[config.mk]
export PLATFORM = sky130hd
export DESIGN_NAME = serial_magnitude_comparator
export DESIGN_NICKNAME = d
export VERILOG_FILES = /design/src/rtl/serial_magnitude_comparator.sv
export SDC_FILE = /design/constraint.sdc
export NUM_CORES = 1
export LEC_CHECK = 0
export BUFFER_PORTS_ARGS = -buffer_cell sky130_fd_sc_hd__buf_2
export CAP_MARGIN = 20
export CORE_MARGIN = 3
export CORE_UTILIZATION = 53
export CTS_CLUSTER_DIAMETER = 200
export DETAILED_ROUTE_END_ITERATION = 6
export PLACE_DENSITY_LB_ADDON = 0.15
export SYNTH_ARGS = -nofsm -noshare
export SYNTH_HDL_FRONTEND = slang
export SYNTH_SLANG_ARGS = --single-unit
[constraint.sdc]
create_clock -name clk -period 2.7 [get_ports clk]
set_clock_uncertainty 0.05 [all_clocks]
set_input_delay 0.135 -clock clk [delete_from_list [all_inputs] [get_ports clk]]
set_output_delay 0.135 -clock clk [all_outputs]
set_load 0.005 [all_outputs]
[src/rtl/serial_magnitude_comparator.sv]
// Multi-cycle magnitude comparator: walks two WIDTH-bit operands CHUNK bits per
// clock from the MSB chunk down, unsigned or two's-complement, start/busy/done handshake.
module serial_magnitude_comparator #(
  parameter int unsigned WIDTH      = 8,
  parameter int unsigned CHUNK      = 2,
  parameter int unsigned EARLY_EXIT = 1
) (
  input  logic             clk,
  input  logic             rst,
  input  logic             start,
  input  logic             signed_mode,
  input  logic [WIDTH-1:0] a,
  input  logic [WIDTH-1:0] b,
  output logic             busy,
  output logic             done,
  output logic             a_gt_b,
  output logic             a_lt_b,
  output logic             a_eq_b
);

  localparam int unsigned N     = WIDTH / CHUNK;
  localparam int unsigned IDX_W = (N > 1) ? $clog2(N) : 1;
  localparam logic [WIDTH-1:0] MSB_MASK = {1'b1, {(WIDTH-1){1'b0}}};
  localparam logic [IDX_W-1:0] IDX_TOP  = IDX_W'(N - 1);

  typedef enum logic [1:0] {
    IDLE = 2'd0,
    CMP  = 2'd1,
    DONE = 2'd2
  } state_t;

  state_t           state;
  logic [WIDTH-1:0] a_q;
  logic [WIDTH-1:0] b_q;
  logic [IDX_W-1:0] idx;
  logic             diff_q;
  logic             gt_q;
  logic             lt_q;

  logic [WIDTH-1:0] a_cap;
  logic [WIDTH-1:0] b_cap;
  logic [CHUNK-1:0] chunk_a;
  logic [CHUNK-1:0] chunk_b;
  logic             cmp_gt;
  logic             cmp_lt;
  logic             new_gt;
  logic             new_lt;
  logic             new_diff;
  logic             finish;

  // Signed compare becomes unsigned once the sign bits are flipped (offset binary).
  assign a_cap = signed_mode ? (a ^ MSB_MASK) : a;
  assign b_cap = signed_mode ? (b ^ MSB_MASK) : b;

  assign chunk_a = CHUNK'(a_q >> (32'(idx) * CHUNK));
  assign chunk_b = CHUNK'(b_q >> (32'(idx) * CHUNK));
  assign cmp_gt  = (chunk_a > chunk_b);
  assign cmp_lt  = (chunk_a < chunk_b);

  // The first recorded difference wins; later chunks cannot overwrite it.
  assign new_gt   = diff_q ? gt_q : cmp_gt;
  assign new_lt   = diff_q ? lt_q : cmp_lt;
  assign new_diff = diff_q | cmp_gt | cmp_lt;
  assign finish   = (idx == '0) || ((EARLY_EXIT != 0) && (cmp_gt || cmp_lt));

  always_ff @(posedge clk or posedge rst) begin
    if (rst) begin
      state  <= IDLE;
      a_q    <= '0;
      b_q    <= '0;
      idx    <= '0;
      diff_q <= 1'b0;
      gt_q   <= 1'b0;
      lt_q   <= 1'b0;
      busy   <= 1'b0;
      done   <= 1'b0;
      a_gt_b <= 1'b0;
      a_lt_b <= 1'b0;
      a_eq_b <= 1'b0;
    end else begin
      done <= 1'b0;
      case (state)
        IDLE: begin
          if (start) begin
            a_q    <= a_cap;
            b_q    <= b_cap;
            idx    <= IDX_TOP;
            diff_q <= 1'b0;
            gt_q   <= 1'b0;
            lt_q   <= 1'b0;
            busy   <= 1'b1;
            state  <= CMP;
          end
        end
        CMP: begin
          if (finish) begin
            a_gt_b <= new_gt;
            a_lt_b <= new_lt;
            a_eq_b <= ~new_diff;
            done   <= 1'b1;
            state  <= DONE;
          end else begin
            idx    <= idx - IDX_W'(1);
            diff_q <= new_diff;
            gt_q   <= new_gt;
            lt_q   <= new_lt;
          end
        end
        DONE: begin
          // Leaving DONE doubles as the earliest accept point for back-to-back compares.
          if (start) begin
            a_q    <= a_cap;
            b_q    <= b_cap;
            idx    <= IDX_TOP;
            diff_q <= 1'b0;
            gt_q   <= 1'b0;
            lt_q   <= 1'b0;
            state  <= CMP;
          end else begin
            busy  <= 1'b0;
            state <= IDLE;
          end
        end
        default: begin
          busy  <= 1'b0;
          state <= IDLE;
        end
      endcase
    end
  end

endmodule
==> impl_metrics.env <==
export IMPL_yosysSeqAreaShare=0.5385
export IMPL_startpoint_type="flop"
export IMPL_area_growth_syn_to_layout_pct=26.25
export IMPL_syn_area_mm2=0.001301
export IMPL_drc=0
export IMPL_required_ps=2890
export IMPL_path_clk_slew_ps=150
export IMPL_hold_viol_final=0
export IMPL_insertion_delay_ps=320
export IMPL_yosys_register_bits=28
export IMPL_wl_per_cell_um=11.91
export IMPL_clk_path_buf_depth=2
export IMPL_cts_sinks=28
export IMPL_dpl_cell_area_mm2=0.001441
export IMPL_antenna_left=0
export IMPL_critical_path_class="reg2reg"
export IMPL_drt_pass1_iterations=4
export IMPL_diodes=0
export IMPL_row_count=17
export IMPL_nets=191
export IMPL_r2r_setup_slack_ps=290
export IMPL_drv_slew=0
export IMPL_overflow=0
export IMPL_core_mm2=0.002276
export IMPL_grt_antenna_before_repair=0
export IMPL_fill_cells=170
export IMPL_finalSetupTns_ps=0
export IMPL_ys_warn_count=0
export IMPL_wirelength_mm=2.322
export IMPL_crit_path_end_kind="flop"
export IMPL_die_height_um=55.55
export IMPL_yosysUniqueCellTypes=24
export IMPL_slew_headroom=0.4782
export IMPL_cpPeakStageDelay_ps=550
export IMPL_critPathArrivalTime_ps=2600
export IMPL_vias=947
export IMPL_drt_iter0_markers=12
export IMPL_layout_min_cycle_time_ps=2409
export IMPL_die_area_mm2=0.003086
export IMPL_setup_violations=0
export IMPL_grt_max_degree=29
export IMPL_place_congestion=0.7877
export IMPL_grt_pass1_wl_mm=4.181
export IMPL_syn_area_per_cell_um2=10.25
export IMPL_layout_common_cells="nand2_1 (50), dfrtp_1 (28), buf_2 (24), dlygate4sd3_1 (15), inv_1 (5)"
export IMPL_cts_tree="done"
export IMPL_postCtsSetupRepairBufs=0
export IMPL_cts_buffers=3
export IMPL_design_area_mm2=0.001643
export IMPL_period_share=0.8922
export IMPL_track_usage=0.1703
export IMPL_p_per_area_mw_per_mm2=1064
export IMPL_fin_cells=195
export IMPL_htreeDepth=1
export IMPL_layout_commonest_cell="nand2_1"
export IMPL_root_buffer="clkbuf_4"
export IMPL_start_util=0.5717
export IMPL_fmax_mhz=415.1
export IMPL_synthCells=127
export IMPL_portBuffers=24
export IMPL_first_global_vias=941
export IMPL_worstMarginPinSlew_ps=782.8
export IMPL_status="complete, no violations"
export IMPL_crit_slowest_cell="dfrtp_1"
export IMPL_peakVddDrop_mv=0.6409
export IMPL_worstPathCellList="mux4_2 > ha_1 > nand2_2 > nor4_4 > nor2_1 > a21o_1"
export IMPL_worstPathMaxFanout=9
export IMPL_dp_cells=175
export IMPL_syn_nets=150
export IMPL_drt_vias_per_instance=4.856
export IMPL_postLayoutCoreUtil=0.7218
export IMPL_cellLeakagePower_nw=0.8467
export IMPL_dp_final_hpwl_mm=1.594
export IMPL_power_mw=1.748
export IMPL_drive_gt1_frac=0.2515
export IMPL_drv_cap=0
export IMPL_rsz0062_at_grt="no"
export IMPL_fp_dieW_um=55.55
export IMPL_hold_path_class="in2reg"
export IMPL_num_io_pins=25
[cells in the mapped netlist]
| cell type | n | area share |
|---|---|---|
| nand2_2 | 1 | 0.0048 |
| clkbuf_1 | 2 | 0.0058 |
| mux2_4 | 3 | 0.035 |
| o21ai_1 | 2 | 0.0077 |
| nor2_1 | 3 | 0.0087 |
| and2_1 | 1 | 0.0048 |
| nor2b_4 | 1 | 0.011 |
| inv_1 | 5 | 0.014 |
| a21o_1 | 1 | 0.0058 |
| nand2_1 | 50 | 0.14 |
| nor3_1 | 3 | 0.012 |
| o21ai_0 | 4 | 0.015 |
| nor3_2 | 1 | 0.0077 |
| mux4_2 | 4 | 0.069 |
| nand2b_1 | 3 | 0.014 |
| o31ai_1 | 1 | 0.0058 |
| xnor2_1 | 2 | 0.013 |
| buf_2 | 3 | 0.012 |
| nor2_4 | 1 | 0.0087 |
| dfrtp_1 | 28 | 0.54 |
| nor2b_1 | 2 | 0.0096 |
| nor4_4 | 1 | 0.016 |
| a21oi_1 | 2 | 0.0077 |
| ha_1 | 3 | 0.029 |
[layout make-up]
type / instances / area [um^2] / area share
inverter: 5 / 18.77 / 0.01142
timing repair buffer: 41 / 292.8 / 0.1782
tap: 28 / 35.03 / 0.02133
clock buffer: 4 / 36.28 / 0.02209
sequential: 28 / 700.7 / 0.4265
multi-input combinational: 89 / 559.3 / 0.3404
[per-layer routing]
| layer | global-route usage | vias up | wire length, um |
|---|---|---|---|
| met2 | 0.2736 | 22 | 1142 |
| met5 | 0 | - | 0 |
| met4 | 0.04167 | 0 | 21 |
| li1 | - | 488 | - |
| met3 | 0.04439 | 4 | 94 |
| met1 | 0.2308 | 433 | 1064 |
[flip-flops by register name (all words and copies together) (netlist names)]
signal / cells
a_q: 8
b_q: 8
idx: 2
state: 2
a_eq_b: 1
a_gt_b: 1
a_lt_b: 1
busy: 1
diff_q: 1
done: 1
gt_q: 1
lt_q: 1
[per-stage QoR]
step / worst slack (ps) / hold slack [ps]
finish: 291.1 / 15.45
global route: 140.2 / 13.01
CTS: 254.7 / 8.350
detailed placement: 296.9 / 276.5
global placement: 407.4 / 274.2
floorplan: 521.5 / 150.4
[power breakdown]
part           switching (mW)  internal [mW]  total, mW
Combinational           0.423          0.425      0.847
Sequential              0.108          0.592      0.700
Clock                   0.119         0.0825      0.202
[worst max-delay path, delay by kind of cell, from the launching register on]
family                   cells  cell delay (ps)
AO/OA/AOI/OAI                1              160
adder cells (fa/ha/maj)      1              320
flip-flops                   1              550
multiplexers                 1              550
AND/OR/NAND/NOR              3              690
[logic make-up after synthesis]
logic type | after synthesis | share of synthesized area
compound gates | 10 | 0.04231
simple gates | 67 | 0.2413
mux | 7 | 0.1038
xor+xnor | 2 | 0.01346
fa+ha+maj | 3 | 0.02885
flops | 28 | 0.5385
buf+inv | 10 | 0.03173
[repair_timing]
action                    CTS  global route
hold endpoints to repair   14            14
hold buffers               14             1
gates resized for setup     0             0
[worst paths after layout]
check | startpoint | endpoint | cells after the start
max reg2reg | idx[0] | gt_q | 6
min | b[7] | b_q[7] | 3
max | idx[0] | gt_q | 6
min in group asynchronous | rst | done | 3
min reg2reg | state[1] | busy | 1
max in group asynchronous | rst | a_q[6] | 4
(Power assumes the default switching activity.)
